==> config.mk <==
export PLATFORM = sky130hd
export DESIGN_NAME = register_status_tracker
export DESIGN_NICKNAME = d
export VERILOG_FILES = /design/src/rtl/register_status_tracker.sv
export SDC_FILE = /design/constraint.sdc
export NUM_CORES = 1
export LEC_CHECK = 0
export BUFFER_PORTS_ARGS = -buffer_cell sky130_fd_sc_hd__clkbuf_2
export CAP_MARGIN = 5
export CORE_ASPECT_RATIO = 1.1
export CORE_UTILIZATION = 60
export DETAILED_ROUTE_END_ITERATION = 7
export GPL_ROUTABILITY_DRIVEN = 0
export PLACE_DENSITY = 0.84
export SYNTH_ARGS = -nofsm -noshare
export SYNTH_HDL_FRONTEND = slang
export SYNTH_SLANG_ARGS = --single-unit
==> constraint.sdc <==
create_clock -name clk -period 11.6 [get_ports clk]
set_input_delay 0.58 -clock clk [delete_from_list [all_inputs] [get_ports clk]]
set_output_delay 0.58 -clock clk [all_outputs]
set_load 0.005 [all_outputs]
==> src/rtl/register_status_tracker.sv <==
// Per-register hazard scoreboard for the 16-entry register file.
// Tracks pending load writebacks (dirty), pending ALU writebacks
// (to-be-written) and the number of deferred readers parked in the runahead
// queue (to-be-read). Register 0 is hardwired zero and is never tracked.
module register_status_tracker #(
    parameter int RUNAHEADDEPTH     = 32,
    parameter int READCOUNTBITWIDTH = $clog2(2 * RUNAHEADDEPTH + 1)
) (
    input  logic        clk,
    input  logic        async_rst_n,
    input  logic        clk_en,
    input  logic        IssueValid,
    input  logic [3:0]  IssueDestReg,
    input  logic        IssueDestWrites,
    input  logic        IssueDestIsLoad,
    input  logic        DeferValid,
    input  logic [3:0]  DeferAReg,
    input  logic [3:0]  DeferBReg,
    input  logic        DeferAReads,
    input  logic        DeferBReads,
    input  logic        ReleaseValid,
    input  logic [3:0]  ReleaseAReg,
    input  logic [3:0]  ReleaseBReg,
    input  logic        ReleaseAReads,
    input  logic        ReleaseBReads,
    input  logic        LoadWritebackValid,
    input  logic [3:0]  LoadWritebackReg,
    input  logic        AluWritebackValid,
    input  logic [3:0]  AluWritebackReg,
    input  logic [3:0]  IssueSrcA,
    input  logic [3:0]  IssueSrcB,
    output logic [15:0] DirtyVector,
    output logic [15:0] ToBeWrittenVector,
    output logic [15:0] ToBeReadVector,
    output logic        Stalled,
    output logic        TrackerError
);

    localparam int              CW      = READCOUNTBITWIDTH;
    localparam logic [CW-1:0]   CNT_MAX = CW'(2 * RUNAHEADDEPTH);

    // One-hot decode of a register index; bit 0 is always dropped because
    // events aimed at register 0 are ignored.
    function automatic logic [15:0] reg_hot(input logic valid, input logic [3:0] idx);
        logic [15:0] hot;
        if (valid) begin
            hot = 16'h0001 << idx;
        end else begin
            hot = 16'h0000;
        end
        reg_hot = hot & 16'hFFFE;
    endfunction

    // Number of sources (0..2) of a defer/release pair naming register idx.
    function automatic logic [1:0] src_hits(
        input logic       valid,
        input logic       a_reads,
        input logic [3:0] a_reg,
        input logic       b_reads,
        input logic [3:0] b_reg,
        input logic [3:0] idx
    );
        logic a_hit;
        logic b_hit;
        a_hit    = valid && a_reads && (a_reg == idx);
        b_hit    = valid && b_reads && (b_reg == idx);
        src_hits = {1'b0, a_hit} + {1'b0, b_hit};
    endfunction

    // Net counter update in one step. Returns {error, new_count}: an
    // underflow clamps to 0, an overflow saturates at CNT_MAX.
    function automatic logic [CW:0] count_step(
        input logic [CW-1:0] cnt,
        input logic [1:0]    inc,
        input logic [1:0]    dec
    );
        logic [CW+1:0] up;
        logic [CW+1:0] down;
        logic [CW+1:0] val;
        up   = {2'b00, cnt} + (CW+2)'(inc);
        down = (CW+2)'(dec);
        val  = {(CW+2){1'b0}};
        if (down > up) begin
            count_step = {1'b1, {CW{1'b0}}};
        end else begin
            val = up - down;
            if (val > {2'b00, CNT_MAX}) begin
                count_step = {1'b1, CNT_MAX};
            end else begin
                count_step = {1'b0, val[CW-1:0]};
            end
        end
    endfunction

    logic [15:0]   dirty_r;
    logic [15:0]   tbw_r;
    logic [15:0]   tbr_r;
    logic [CW-1:0] cnt_r [16];
    logic          err_r;

    logic [15:0]   issue_load_hot_s;
    logic [15:0]   issue_alu_hot_s;
    logic [15:0]   lwb_hot_s;
    logic [15:0]   awb_hot_s;
    logic [15:0]   dirty_next_s;
    logic [15:0]   tbw_next_s;
    logic          wb_err_s;

    logic [CW-1:0] cnt_next_s [16];
    logic [15:0]   tbr_next_s;
    logic          cnt_err_s;
    logic [CW:0]   step_s;

    // Writeback-pending bits: a new producer in the same cycle beats the clear.
    always_comb begin
        issue_load_hot_s = reg_hot(IssueValid && IssueDestWrites && IssueDestIsLoad, IssueDestReg);
        issue_alu_hot_s  = reg_hot(IssueValid && IssueDestWrites && !IssueDestIsLoad, IssueDestReg);
        lwb_hot_s        = reg_hot(LoadWritebackValid, LoadWritebackReg);
        awb_hot_s        = reg_hot(AluWritebackValid, AluWritebackReg);
        dirty_next_s     = (dirty_r & ~lwb_hot_s) | issue_load_hot_s;
        tbw_next_s       = (tbw_r & ~awb_hot_s) | issue_alu_hot_s;
        wb_err_s         = (|(lwb_hot_s & ~dirty_r)) | (|(awb_hot_s & ~tbw_r));
    end

    // Pending-read counters: defers and releases of one cycle net out together.
    always_comb begin
        cnt_err_s     = 1'b0;
        step_s        = {(CW+1){1'b0}};
        tbr_next_s    = 16'h0000;
        cnt_next_s[0] = {CW{1'b0}};
        for (int i = 1; i < 16; i++) begin
            step_s = count_step(
                cnt_r[i],
                src_hits(DeferValid, DeferAReads, DeferAReg, DeferBReads, DeferBReg, 4'(i)),
                src_hits(ReleaseValid, ReleaseAReads, ReleaseAReg, ReleaseBReads, ReleaseBReg, 4'(i))
            );
            cnt_next_s[i] = step_s[CW-1:0];
            tbr_next_s[i] = (step_s[CW-1:0] != {CW{1'b0}});
            cnt_err_s     = cnt_err_s | step_s[CW];
        end
    end

    // State register: async clear, all updates gated by the clock enable.
    always_ff @(posedge clk or negedge async_rst_n) begin
        if (!async_rst_n) begin
            dirty_r <= 16'h0000;
            tbw_r   <= 16'h0000;
            tbr_r   <= 16'h0000;
            err_r   <= 1'b0;
            for (int i = 0; i < 16; i++) begin
                cnt_r[i] <= {CW{1'b0}};
            end
        end else if (clk_en) begin
            dirty_r <= dirty_next_s;
            tbw_r   <= tbw_next_s;
            tbr_r   <= tbr_next_s;
            err_r   <= err_r | cnt_err_s | wb_err_s;
            for (int i = 0; i < 16; i++) begin
                cnt_r[i] <= cnt_next_s[i];
            end
        end
    end

    assign DirtyVector       = dirty_r;
    assign ToBeWrittenVector = tbw_r;
    assign ToBeReadVector    = tbr_r;
    assign TrackerError      = err_r;
    // Register 0 never has its to-be-written bit set, so it never stalls.
    assign Stalled           = tbw_r[IssueSrcA] | tbw_r[IssueSrcB];

endmodule

# Word level (Yosys, flattened, before mapping)
# Cells that the tools add are included.
# word_totals
ff_bits	153
inputBits	50
output_inout_bits	50
wordCells	325
# classes
n_addsub	60
n_lt_le_gt_ge	32
eq_ne	60
shifts	3
muxes	38
bitwise	28
n_reduce_logical	85
# ops
op	count
8-bit 2-to-1 mux	30
9-bit by 7-bit greater-than comparator with 1-bit output (second input constant)	15
8-bit by 2-bit subtractor with 9-bit output	15
4-bit == test (second input constant)	32
7-bit by 2-bit adder with 8-bit output	15
2-bit by 8-bit greater-than comparator with 1-bit output	15
7-bit nonzero test	15
1-bit logical AND	67
16-bit AND	4
4-bit by 3-bit == test with 1-bit output (second input constant)	16
16-bit 2-to-1 mux	4
16-bit NOT	4
1-bit by 1-bit adder with 2-bit output	30
1-bit by 4-bit left shift with 16-bit output (first input constant)	3
4-bit by 2-bit == test with 1-bit output (second input constant)	8
16-bit OR	2
16-bit OR reduction	2
1-bit OR	18
4-bit by 1-bit == test with 1-bit output (second input constant)	4
4-bit by 5-bit < comparator with 1-bit output (second input constant)	2
1-bit binary-select mux with 4-bit select	2
1-bit 2-to-1 mux	2
1-bit logical NOT	1

# Depth between registers and ports, before layout
# logic_depth
ltp_word	24
ltp_mapped	19
depth_no_buf	17

# Least setup slack after synthesis
# Ideal clock, no wire load.
# synth_timing
path_type	input port to flip-flop
start	in DeferAReg[3]
end	reg err_r, in the netlist TrackerError
arrival_time_ns	4.491
setup_slack_ns	6.979
cell_stages	15
n_path_buf	1
cell_sequence	clkbuf_1 nand4_1 nor2_1 fa_1 ha_1 ha_1 nor2b_1 nor3_1 mux2i_2 xnor2_1 or4_1 a211o_1 or4_1 nor4_2 a31oi_1
# synth_between
elab_chain_len	24
# synth_lines
item	line	rtl
from (decl)	17	input logic [3:0] DeferAReg,
4-bit by 1-bit == test with 1-bit output / 4-bit by 2-bit == test with 1-bit output (equally long branches)	65	a_hit = valid && a_reads && (a_reg == idx);
1-bit logical AND	65	
1-bit by 1-bit adder with 2-bit output	67	src_hits = {1'b0, a_hit} + {1'b0, b_hit};
7-bit by 2-bit adder with 8-bit output	80	up = {2'b00, cnt} + (CW+2)'(inc);
8-bit by 2-bit subtractor with 9-bit output	86	val = up - down;
9-bit by 7-bit greater-than comparator with 1-bit output	87	if (val > {2'b00, CNT_MAX}) begin
8-bit 2-to-1 mux	87	
8-bit 2-to-1 mux	83	if (down > up) begin
1-bit OR (13 in a row)	139	cnt_err_s = cnt_err_s | step_s[CW];
1-bit OR *	139	
1-bit OR * (2 in a row)	157	err_r <= err_r | cnt_err_s | wb_err_s;
to (signal assigned)	157	
to (decl)	99	logic err_r;
# Every way passes the cells marked *; elsewhere a longest branch is shown, timed or not.
# A chain may end at the register's enable or synchronous reset.

# Worst setup path in the final report
# layout_timing
start	in DeferValid
end	reg err_r, in the netlist TrackerError
# layout_between
elab_chain_len	24
# layout_lines
item	line	rtl
from (decl)	16	input logic DeferValid,
1-bit logical AND (on tied branches) (2 in a row)	65, 66	
1-bit by 1-bit adder with 2-bit output	67	
7-bit by 2-bit adder with 8-bit output	80	
8-bit by 2-bit subtractor with 9-bit output	86	
9-bit by 7-bit greater-than comparator with 1-bit output	87	
8-bit 2-to-1 mux	87	
8-bit 2-to-1 mux	83	
1-bit OR (13 in a row)	139	
1-bit OR *	139	
1-bit OR * (2 in a row)	157	
# Marks and branches as above.

==> impl_metrics.toml <==
[sta]
fin_crit_ns = 4.647
rsz0062_at_grt = "no"
fin_crit_sh_pct = 40.06
finClkSkew_ns = 0.008748
slew_violations = 0
worst_slew_pin_slew_ns = 0.9789
relSlewSlack_pct = 34.74
finalWorstSetupSlack_ns = 6.953
setup_tns_ns = 0
setup_viol = 0
holdWs_ns = 0.2087
fmax_mhz = 215.2
finalHoldViolCount = 0

[flow_run]
maxCapViolCount = 0

[logic_synthesis]
synth.distinct_cells = 88
yosys_warnings = 0
yosys-top-cells-area = "dfrtp_1 (27%), o21ai_0 (5.7%), ha_1 (5.3%)"
synthCells = 1760
yosysTopAreaCellShare_pct = 26.83
synth_area_um2 = 14080
synth_top_cell_by_area = "dfrtp_1"
synth_ff_type = "dfrtp_1"
synth-async-reset-ratio_pct = 100.0
synth_most_common_cell = "nand2_1"
synthTopCellsByCount = "nand2_1 (171), nor2_1 (168), o21ai_0 (159)"
synth-edff-count = 0
ys_ff_latch = 151
avgSynthCellArea_um2 = 8.001
seq_area_frac_synth_pct = 26.83

[worst_setup_path]
crit_fanout = 8
cp-start-kind = "input pin"
critPathCaptureType = "flop"
crit_required_ns = 11.92
arrival_ns = 4.97
critPathKind = "input pin to flop"
cp-startpoint = "DeferValid"
r2r-end = "TrackerError"
r2r_slack_ns = 7.14
worstReg2RegStart = "cnt_r[14]"
ff2ff_path_depth = 12

[pwr]
leakagePower_nw = 6.454
internal_power_w = 0.001641
pwr-share-seq_pct = 32.6
peakVddDrop_v = 0.0001187
switchingPower_w = 0.001390
pwr-share-clk_pct = 18.7
combPwrFrac_pct = 48.7
cellPowerDensity_nw_per_um2 = 199.9
p_sw_share_pct = 45.85

[placed_design]
io_buffers = 96
hpwlAfterDp_mm = 26.30
pre_cts_slack_ns = 6.561
dp.cells = 2058

[layout]
nets = 1917
fin_util_pct = 66.12
area_growth_pct = 7.677
fill_cells = 1951
antenna_cells = 0
drive_above_1_share_pct = 10.78
stdcell_count = 2090

[clocking]
cts_buffers = 17
cts_sinks = 151
clkTransAtPathRegs_ns = 0.07
clk_path_buf_depth = 2
worstSkewPairLatency_ns = 0.44
cts-hold-fix-buffers = 0
cts_tree = "done"
h-tree-depth = 4
cts_setup_buffers = 0
cts-root-buf = "clkbuf_16"
post_cts_resized = 0

[routing]
drc = 0
ant_nets = 0
num_vias = 13380
vias_per_cell = 6.404
routed_wl_mm = 35.61
dr.pass1.iters = 5
drt_iter0_markers = 898
wire_per_inst_um = 17.04

[worst_hold_path]
hold_path_class = "input pin to asynchronous set/reset pin"

[floorplan]
start_util_pct = 61.41
die_area_um2 = 24090
fp.dieH_um = 162.7
num_rows = 58
die_w_um = 148.1
core_um2 = 22930
pin_count = 100

[grt]
grt_max_degree = 103
antenna_found_initial = 0
first_global_vias = 12490
grt_overflow = 0
grt_util_all_layers_pct = 30.33
grt_pass1_wl_mm = 59.72

[outcome]
outcome = "finished, final reports clean"
-- cell type report --
type / instances / area [µm²] / area share (%)
Inverter: 93 / 349.1 / 2.302
Sequential cell: 151 / 3779 / 24.92
Multi-Input combinational cell: 1413 / 9533 / 62.87
Tap cell: 300 / 375.4 / 2.475
Clock buffer: 17 / 425.4 / 2.806
Clock inverter: 15 / 175.2 / 1.155
Timing Repair Buffer: 101 / 526.8 / 3.474
-- metrics by stage --
stage | cell area [µm²] | power (W)
finish | 15160 | 0.003031
global route | 15160 | 0.003269
global placement | 14560 | 0.002365
detailed placement | 14560 | 0.002435
floorplan | 14090 | 0.002071
CTS | 15160 | 0.003015
-- state kept, by name (all words and copies together), names as in the netlist --
| signal | count |
|---|---|
| cnt_r | 105 |
| TrackerError | 1 |
| DirtyVector | 15 |
| ToBeReadVector | 15 |
| ToBeWrittenVector | 15 |
-- power by group through the flow --
stage | Sequential, W | Clock (W) | Combinational (W)
finish | 0.000987 | 0.000568 | 0.00148
global route | 0.00102 | 0.000596 | 0.00166
floorplan | 0.000806 | 0 | 0.00127
detailed placement | 0.000983 | 0 | 0.00145
global placement | 0.000973 | 0 | 0.00139
CTS | 0.000977 | 0.000574 | 0.00146
-- layer usage --
layer / track usage (%) / share of wire [%] / vias to the layer above
li1: - / - / 6367
met1: 38.81 / 43 / 6452
met2: 51.94 / 49 / 497
met3: 4.510 / 5.9 / 68
met4: 10.87 / 2.5 / 0
met5: 0 / 0 / -
-- critical path: stages --
cell	delay [ns]
clkbuf_2	0.14
nand3_1	0.10
or2_2	0.32
nor2_1	0.15
fa_1	0.32
ha_1	0.30
ha_1	0.30
nor2b_1	0.13
nor3_1	0.42
mux2i_2	0.33
xnor2_1	0.09
or4_1	0.57
a211o_1	0.37
or4_1	0.58
nor4_2	0.16
a31oi_1	0.11
-- how the worst max path moves through the flow --
| stage | to | cells after the start | slack [ns] |
|---|---|---|---|
| finish | TrackerError | 16 | 6.95 |
| global route | cnt_r[82] | 16 | 6.62 |
| CTS | TrackerError | 16 | 7.00 |
| detailed placement | TrackerError | 16 | 6.56 |
| global placement | TrackerError | 16 | 6.66 |
| floorplan | TrackerError | 15 | 6.98 |
-- logic make-up after synthesis --
| family | share of synthesized area (%) |
|---|---|
| other | 0.02663 |
| muxes | 3.776 |
| AOI/OAI and AO/OA | 20.80 |
| xor gates and xnor gates | 7.908 |
| adders and majority gates | 9.951 |
| DFF | 26.83 |
| and+or+nand+nor | 25.18 |
| buffers and inverters | 5.526 |
-- layout by cell type, fill, tap and decap left out, types with 10 or more instances in the layout --
cell type  instances
nand2_1          171
nor2_1           168
o21ai_0          159
dfrtp_1          151
clkbuf_2          94
inv_1             92
xnor2_1           73
a21oi_1           65
ha_1              60
nand3_1           58
nor3_1            55
o31ai_1           50
xor2_1            49
nand2b_1          45
fa_1              30
and3_1            29
a31oi_1           27
nor2b_1           26
nor4_1            24
mux2i_1           18
o2bb2ai_1         18
or2_2             17
clkbuf_16         17
nand4_1           16
mux2_2            16
or3_1             15
and2_1            13
o22ai_1           13
nand3b_1          12
or4_1             11
nor3b_1           11
a22o_1            10
No activity file was read; power rests on OpenSTA's default activity.
